--- src/rtl/wb_stage_pipe.sv ---
// Registered write-back stage: captures one retiring instruction, waits for load
// data when needed, aligns/extends it and issues a one-cycle register-file write.
// Optional trace outputs are enabled with the WB_TRACE_EN macro.
module wb_stage_pipe #(
  parameter int REG_LOG  = 5,
  parameter int CNT_W    = 32,
  parameter int LINK_OFF = 4
) (
  input  logic               clk,
  input  logic               rstn,
  input  logic               in_valid,
  output logic               in_ready,
  input  logic [31:0]        in_pc,
  input  logic [REG_LOG-1:0] in_rd,
  input  logic               in_rf_we,
  input  logic [1:0]         in_res_sel,
  input  logic [2:0]         in_ld_type,
  input  logic [31:0]        in_cal_res,
  input  logic               mem_rvalid,
  input  logic [31:0]        mem_rdata,
  output logic               rf_we,
  output logic [REG_LOG-1:0] rf_waddr,
  output logic [31:0]        rf_wdata,
  output logic [CNT_W-1:0]   commit_cnt
`ifdef WB_TRACE_EN
  ,
  output logic [31:0]        debug_wb_pc,
  output logic [3:0]         debug_wb_rf_we,
  output logic [REG_LOG-1:0] debug_wb_rf_wnum,
  output logic [31:0]        debug_wb_rf_wdata
`endif
);

  typedef enum logic [1:0] {S_IDLE, S_WAIT, S_WRITE} state_t;

  typedef enum logic [2:0] {
    LD_W  = 3'b000,
    LD_H  = 3'b001,
    LD_HU = 3'b010,
    LD_B  = 3'b011,
    LD_BU = 3'b100
  } ld_type_t;

  localparam logic [1:0] RES_LOAD = 2'b01;
  localparam logic [1:0] RES_LINK = 2'b10;

  state_t               state, next_state;
  logic                 accept;
  logic                 is_load;
  logic [31:0]          direct_res;
  logic                 wr_en_q;

  // Fields of a load parked until its data arrives.
  logic [REG_LOG-1:0]   pend_rd;
  logic                 pend_we;
  logic [2:0]           pend_ld_type;
  logic [1:0]           pend_addr;

  function automatic logic [31:0] load_align(input logic [31:0] raw,
                                             input logic [2:0]  ld_type,
                                             input logic [1:0]  addr);
    logic [15:0] half;
    logic [7:0]  byte_v;
    half = addr[1] ? raw[31:16] : raw[15:0];
    case (addr)
      2'd0:    byte_v = raw[7:0];
      2'd1:    byte_v = raw[15:8];
      2'd2:    byte_v = raw[23:16];
      default: byte_v = raw[31:24];
    endcase
    case (ld_type)
      LD_H:    load_align = {{16{half[15]}}, half};
      LD_HU:   load_align = {16'h0000, half};
      LD_B:    load_align = {{24{byte_v[7]}}, byte_v};
      LD_BU:   load_align = {24'h000000, byte_v};
      default: load_align = raw;
    endcase
  endfunction

  assign in_ready = (state != S_WAIT);
  assign accept   = in_valid && in_ready;
  assign is_load  = (in_res_sel == RES_LOAD);
  assign rf_we    = (state == S_WRITE) && wr_en_q;

  // Reserved select 11 falls through to the ALU result.
  always_comb begin
    if (in_res_sel == RES_LINK) direct_res = in_pc + 32'(LINK_OFF);
    else                        direct_res = in_cal_res;
  end

  // NOTE: every variable driven here gets its default first so no latch is inferred.
  always_comb begin
    next_state = state;
    unique case (state)
      S_IDLE: begin
        if (accept) next_state = is_load ? S_WAIT : S_WRITE;
      end
      S_WAIT: begin
        if (mem_rvalid) next_state = S_WRITE;
      end
      S_WRITE: begin
        if (accept) next_state = is_load ? S_WAIT : S_WRITE;
        else        next_state = S_IDLE;
      end
      default: next_state = S_IDLE;
    endcase
  end

  // NOTE: state registers use non-blocking assignments so all flops update together.
  always_ff @(posedge clk or negedge rstn) begin
    if (!rstn) state <= S_IDLE;
    else       state <= next_state;
  end

  // Reset returns to IDLE, which drops any pending load and blocks a stale write.
  always_ff @(posedge clk or negedge rstn) begin
    if (!rstn) begin
      pend_rd      <= '0;
      pend_we      <= 1'b0;
      pend_ld_type <= '0;
      pend_addr    <= '0;
      rf_waddr     <= '0;
      rf_wdata     <= '0;
      wr_en_q      <= 1'b0;
    end else if (accept) begin
      pend_rd      <= in_rd;
      pend_we      <= in_rf_we && (in_rd != '0);
      pend_ld_type <= in_ld_type;
      pend_addr    <= in_cal_res[1:0];
      if (!is_load) begin
        rf_waddr <= in_rd;
        rf_wdata <= direct_res;
        wr_en_q  <= in_rf_we && (in_rd != '0);
      end
    end else if (state == S_WAIT && mem_rvalid) begin
      rf_waddr <= pend_rd;
      rf_wdata <= load_align(mem_rdata, pend_ld_type, pend_addr);
      wr_en_q  <= pend_we;
    end
  end

  // Counts every instruction leaving WRITE, including rd=0 or non-writing ones.
  always_ff @(posedge clk or negedge rstn) begin
    if (!rstn)                 commit_cnt <= '0;
    else if (state == S_WRITE) commit_cnt <= commit_cnt + CNT_W'(1);
  end

`ifdef WB_TRACE_EN
  logic [31:0] pend_pc;

  always_ff @(posedge clk or negedge rstn) begin
    if (!rstn) begin
      pend_pc     <= '0;
      debug_wb_pc <= '0;
    end else if (accept) begin
      pend_pc <= in_pc;
      if (!is_load) debug_wb_pc <= in_pc;
    end else if (state == S_WAIT && mem_rvalid) begin
      debug_wb_pc <= pend_pc;
    end
  end

  assign debug_wb_rf_we    = {4{rf_we}};
  assign debug_wb_rf_wnum  = rf_waddr;
  assign debug_wb_rf_wdata = rf_wdata;
`endif

endmodule

--- config.mk ---
export PLATFORM = sky130hd
export DESIGN_NAME = wb_stage_pipe
export DESIGN_NICKNAME = d
export VERILOG_FILES = /design/src/rtl/wb_stage_pipe.sv
export SDC_FILE = /design/constraint.sdc
export NUM_CORES = 1
export LEC_CHECK = 0
export BUFFER_PORTS_ARGS = -buffer_cell sky130_fd_sc_hd__buf_2
export CORE_UTILIZATION = 40
export DETAILED_ROUTE_END_ITERATION = 8
export GPL_ROUTABILITY_DRIVEN = 0
export PLACE_DENSITY = 0.69
export SLEW_MARGIN = 20
export SYNTH_ARGS = -nofsm -noshare
export SYNTH_HDL_FRONTEND = slang
export SYNTH_SLANG_ARGS = --single-unit
--- constraint.sdc ---
create_clock -name clk -period 2.04 [get_ports clk]
set_clock_uncertainty 0.05 [all_clocks]
set_input_delay 0.306 -clock clk [delete_from_list [all_inputs] [get_ports clk]]
set_output_delay 0.306 -clock clk [all_outputs]
set_load 0.03 [all_outputs]
==> impl_metrics.toml, run 1 <==
[placed_design]
portBuffers = 181
dpl-instance-area_um2 = 6780
dp_hpwl_um = 14500
pre_cts_ws_ns = 0.00888

[timing]
report.final.slew_viol_count = 0
post-route-period-util = 0.969
worstMarginPinSlew_ns = 0.577
finalHoldViolCount = 0
relSlewSlack = 0.615
fin_crit_ns = 1.98
fin_ws_ns = 0.0625
report.final.setup_viol = 0
whs_ns = 0.126
fmax_mhz = 506

[power]
ir_drop_uv = 499
power_density_nw_per_um2 = 818
p_leak_nw = 3.40

[detailed_routing]
drtAntennaViolNets = 0
wl_met1_um = 7330
avgViaCountPerCell = 5.83
wl_met3_um = 2020
wl_met2_um = 8570
dr_total_vias = 5779
first_pass_iters = 5
wl_per_cell_um = 18.8
routed_wl_um = 18700
drt_iter0_drc = 571
drc = 0
top_layer = "met5"

[clock_network]
cts.sinks = 83
cts_buffer_depth = 2
numCtsBuffers = 9
cts_tree = "built"
cts_root_buf = "clkbuf_16"
clk_pin_slew_worst_paths_ns = 0.07
htree_levels = 3
clk-insertion-delay-late_ns = 0.34

[global_route]
grt.total_usage = 0.283
grt-ovfl-total = 0
grt_max_degree = 46
grt_pass1_wl_um = 29100
grt_pass1_vias = 5516
antenna_found_initial = 4

[synth]
yosysMostFrequentCell = "dfrtp_1"
seq_area_frac_synth = 0.391
ys_top_cells_by_area = "dfrtp_1, nand2_1, xnor2_1"
synth-edff-count = 0
netlist_top_cells_count = "dfrtp_1, nand2_1, nor2_1"
async_reset_ff_frac = 1.00
ys.flop_type = "dfrtp_1"
synth_cell_types = 61
yosysWarnings = 0
syn_nets = 709
avgSynthCellArea_um2 = 8.91
synth_top_area_frac = 0.391
syn_inst = 596
synth_top_area_cell = "dfrtp_1"
ys_ff_latch = 83
synth_area_um2 = 5310

[hold_path]
worstHoldStart = "in_ld_type[0]"
holdCritPathClass = "input pin to register"
min_to = "pend_ld_type[0]$_DFFE_PN0N_"
hold_depth = 3

[worst_setup_path]
critPathLaunchType = "register"
rr_startpoint = "pend_addr[0]$_DFFE_PN0N_"
required_ns = 2.22
cp_slowest_cell = "mux4_2"
critPathTopFamily = "multiplexers"
r2r_slack_ns = 0.06
worst-path-buf-inv = 1
cp.arrival_ns = 2.16
r2r-end = "rf_wdata[15]$_DFFE_PN0P_"
reg2regPathDepth = 5
path_cells = "mux4_2 > buf_4 > nand3_1 > o311ai_1 > a32o_1"
path_class = "register to register"
end_kind = "register"
max_stage_delay_ns = 0.56
cp_max_fo = 5

[finish]
multi_input_area_um2 = 3090
drive_gt1_frac = 0.347
fin_nets = 926
final_cell_area_um2 = 7110
fillers = 1184
syn2layout_area_growth_pct = 34.0
regArea_um2 = 2080
fin_util = 0.557

[floorplanning]
io_pins = 182
start_util = 0.416
die_w_um = 117
rows = 41
core_um2 = 12800
die_h_um = 117
dieArea_um2 = 13700

[flow_run]
max_cap_viol_count = 0

[outcome]
run_status = "complete, no violations"
[stage by stage]
step           setup TNS [ns]  total power, W  cells
6_report                    0         0.00582    992
5_1_grt               -0.0113         0.00612    992
4_1_cts                     0         0.00581    987
3_5_place_dp                0         0.00422    970
3_3_place_gp                0         0.00417    970
2_1_floorplan               0         0.00336    596
[repair_timing]
item | in CTS | in global routing
buffers inserted | 0 | 3
gates resized for setup | 0 | 7
hold endpoints to repair | 44 | 0
hold buffers | 1 | 0
setup endpoints to repair | 0 | 10
[worst min-delay path, delay by kind of cell]
family / cells / cell delay (ns)
AND/OR/NAND/NOR: 2 / 0.08
buffers and inverters: 1 / 0.09
[final cells by class]
type,instances,share of cell area
Antenna cell,2,0.000704
Clock buffer,10,0.0336
Clock inverter,6,0.00668
Inverter,12,0.00633
Multi-Input combinational cell,468,0.434
Sequential cell,83,0.292
Tap cell,172,0.0303
Timing Repair Buffer,239,0.196
[kinds of logic after synthesis]
family / Yosys count / share of synthesized area
adder cells (fa/ha/maj): 4 / 0.00848
AND/OR/NAND/NOR: 240 / 0.229
AO/OA/AOI/OAI: 146 / 0.186
XOR/XNOR: 53 / 0.0874
multiplexers: 25 / 0.0641
buffers and inverters: 45 / 0.0337
flip-flops: 83 / 0.391
[sequential cells by signal, indices dropped and copies added, names as in the netlist]
register and flops:
commit_cnt 32, rf_wdata 32, pend_rd 5, rf_waddr 5, pend_ld_type 3, pend_addr 2, state 2, pend_we 1
wr_en_q 1
[cell usage in the layout (no fill, tap or decap), types with 10 or more instances in the layout]
master	instances
nor2_1	38
buf_2	180
inv_1	12
a21oi_1	33
dfrtp_1	83
xor2_1	25
buf_4	54
xnor2_1	28
mux2_2	12
nand4_1	13
and3_1	11
nand2_1	80
a211oi_1	10
nor3_1	16
nand3_1	31
o21ai_0	31
[power breakdown]
| part | leakage (nW) | internal (W) | total (W) | switching [W] |
|---|---|---|---|---|
| Clock | 0.139 | 0.000869 | 0.00158 | 0.000714 |
| Sequential | 1.05 | 0.00191 | 0.00212 | 0.000215 |
| Combinational | 2.21 | 0.000785 | 0.00211 | 0.00133 |
[how the worst max path moves through the flow]
stage / start / endpoint / slack (ns) / cells past startpoint
2_1_floorplan: pend_addr[0]$_DFFE_PN0N_ / rf_wdata[30]$_DFFE_PN0P_ / 0.05 / 7
3_3_place_gp: in_pc[2] / rf_wdata[20]$_DFFE_PN0P_ / 0.04 / 7
3_5_place_dp: mem_rdata[31] / rf_wdata[30]$_DFFE_PN0P_ / 0.009 / 7
4_1_cts: pend_addr[0]$_DFFE_PN0N_ / rf_wdata[30]$_DFFE_PN0P_ / 0.007 / 6
5_1_grt: pend_addr[0]$_DFFE_PN0N_ / rf_wdata[19]$_DFFE_PN0P_ / -0.01 / 7
6_report: pend_addr[0]$_DFFE_PN0N_ / rf_wdata[15]$_DFFE_PN0P_ / 0.06 / 5
[per-layer routing]
metal,vias to the layer above,track usage
li1,2629,-
met1,2702,0.360
met2,387,0.462
met3,59,0.0685
met4,2,0.116
met5,-,0
No activity file was read; power rests on OpenSTA's default activity.
==> inputs of run 2 (changes only) <==
--- a/config.mk
+++ b/config.mk
@@ -6,9 +6,11 @@
 export NUM_CORES = 1
 export LEC_CHECK = 0
 export BUFFER_PORTS_ARGS = -buffer_cell sky130_fd_sc_hd__buf_2
+export CORE_MARGIN = 10
 export CORE_UTILIZATION = 40
 export DETAILED_ROUTE_END_ITERATION = 8
 export GPL_ROUTABILITY_DRIVEN = 0
+export GPL_TIMING_DRIVEN = 0
 export PLACE_DENSITY = 0.69
 export SLEW_MARGIN = 20
 export SYNTH_ARGS = -nofsm -noshare
==> run 2 against run 1 <==
  * The flow now finishes with violations (setup timing)
  * Sequential share of layout area up 0.49 points
  * Hold slack got worse by 0.00068 ns
  * First-iteration DRC count shrank 14%
  * Power grew 3.8%
  * Non-clock buffer count shrank 19
  * Setup slack lost 0.096 ns
  * Cell count down 1.9%
  * Combinational power hardly changed
  * Count of clock-buffer cells in the layout down 1
  * Die area rose by 33%
  * Register-to-register slack lost 0.096 ns
==> impl_metrics.toml, run 2 (synthesis results as in run 1) <==
[global_route]
grt-ovfl-total = 0
grt_max_degree = 53
antenna_found_initial = 1
grt_pass1_vias = 5585
grt.total_usage = 0.213
grt_pass1_wl_um = 30800

[power]
p_clk_frac = 0.304
power_density_nw_per_um2 = 863
ir_drop_uv = 490
switchingPower_w = 0.00222
p_leak_nw = 3.29
pwr-share-comb = 0.346
p_sw_frac = 0.367
intPower_w = 0.00382
power_frac_seq = 0.350

[worst_setup_path]
end_kind = "register"
path_class = "register to register"
r2r_slack_ns = -0.03
cp.arrival_ns = 2.31
r2r-end = "rf_wdata[16]$_DFFE_PN0P_"
reg2regPathDepth = 7
critPathLaunchType = "register"
required_ns = 2.27
rr_startpoint = "pend_ld_type[0]$_DFFE_PN0N_"
cp_max_fo = 10

[finish]
final_cell_mix = "buf_2, dfrtp_1, nand2_1"
mostFrequentLayoutCell = "buf_2"
syn2layout_area_growth_pct = 31.8
diodes = 0
fillers = 1284
reg_top3 = "commit_cnt x32, rf_wdata x32"
fin_util = 0.533
drive_gt1_frac = 0.340
fin_nets = 907
fin_cells = 973

[clock_network]
cts.sinks = 83
numCtsBuffers = 9
cts_root_buf = "clkbuf_16"
cts_tree = "built"
clk_pin_slew_worst_paths_ns = 0.06
htree_levels = 3
cts_buffer_depth = 2
clk-insertion-delay-late_ns = 0.35

[hold_path]
min_to = "pend_ld_type[1]$_DFFE_PN0N_"
holdCritPathClass = "input pin to register"
worstHoldStart = "in_ld_type[1]"
hold_depth = 3

[detailed_routing]
drc = 0
wl_per_cell_um = 20.7
first_pass_iters = 5
avgViaCountPerCell = 5.82
drtAntennaViolNets = 0
dr_total_vias = 5664
routed_wl_um = 20100
drt_iter0_drc = 491

[timing]
report.final.slew_viol_count = 0
relSlewSlack = 0.554
post-route-period-util = 1.02
finalHoldViolCount = 0
rsz0062_at_grt = "yes"
worstMarginPinSlew_ns = 0.669
fin_crit_ns = 2.07
fmax_mhz = 482
fin_ws_ns = -0.0339
report.final.setup_viol = 3
fin_setup_tns_ns = -0.0674
whs_ns = 0.125

[placed_design]
placed_cells = 954
portBuffers = 181
dp_hpwl_um = 15600
pre_cts_ws_ns = -0.428

[floorplanning]
dieArea_um2 = 18300
die_h_um = 135
core_um2 = 13100
rows = 42
start_util = 0.404
die_w_um = 135
io_pins = 182

[flow_run]
max_cap_viol_count = 0

[outcome]
violations = "setup timing"
run_status = "complete, but fails checks"
[run 2: how the worst max path moves through the flow]
| stage | endpoint | cells after the start | start |
|---|---|---|---|
| 3_5_place_dp | rf_wdata[6]$_DFFE_PN0P_ | 5 | pend_addr[1]$_DFFE_PN0N_ |
| 2_1_floorplan | rf_wdata[30]$_DFFE_PN0P_ | 7 | pend_addr[0]$_DFFE_PN0N_ |
| 5_1_grt | rf_wdata[16]$_DFFE_PN0P_ | 7 | pend_ld_type[0]$_DFFE_PN0N_ |
| 3_3_place_gp | rf_wdata[6]$_DFFE_PN0P_ | 5 | pend_addr[1]$_DFFE_PN0N_ |
| 6_report | rf_wdata[16]$_DFFE_PN0P_ | 7 | pend_ld_type[0]$_DFFE_PN0N_ |
| 4_1_cts | rf_wdata[23]$_DFFE_PN0P_ | 7 | state[0]$_DFFE_PN0P_ |
[run 2: layer usage]
metal	part of all wire	track usage	up-vias
met5	0.00055	0	-
li1	-	-	2597
met2	0.46	0.340	338
met1	0.40	0.261	2680
met4	0.030	0.0831	2
met3	0.11	0.0708	47
[run 2: power by group through the flow]
stage | Clock [W] | Sequential, W | Combinational [W]
finish | 0.00184 | 0.00212 | 0.00209
global route | 0.00193 | 0.00216 | 0.00224
CTS | 0.00187 | 0.00211 | 0.00206
detailed placement | 0 | 0.00213 | 0.00199
global placement | 0 | 0.00213 | 0.00197
floorplan | 0 | 0.00256 | 0.000795
[run 2: critical path: stages, from the launching register on]
cell and delay [ns]:
dfrtp_1 0.37, buf_2 0.20, nor2_2 0.34, xnor2_2 0.24, clkbuf_2 0.30, a21oi_1 0.12, a21oi_1 0.23, a22o_1 0.17
[run 2: layout make-up]
class                      instances  area, um2  share of cell area
buffer                            30        174              0.0248
clock inverter                     5        104              0.0148
timing repair buffer             190        998               0.143
inverter                          12       45.0             0.00643
clock buffer                       9        225              0.0322
tap                              176        220              0.0315
sequential                        83       2080               0.297
multi-input combinational        468       3160               0.451
[run 2: per-stage QoR]
step | power, W | instance area (um2)
floorplan | 0.00336 | 5310
global placement | 0.00410 | 6440
detailed placement | 0.00412 | 6470
CTS | 0.00603 | 6920
global route | 0.00632 | 7000
finish | 0.00604 | 7000
[run 2: timing repair]
item                                    CTS  global route
endpoints found under the setup margin   42            32
gates cloned                              0             0
setup buffers                             5             2
gates resized for setup                  37            26
pin swaps                                 1             4
hold buffers                              1             0
endpoints found under the hold margin    31             0
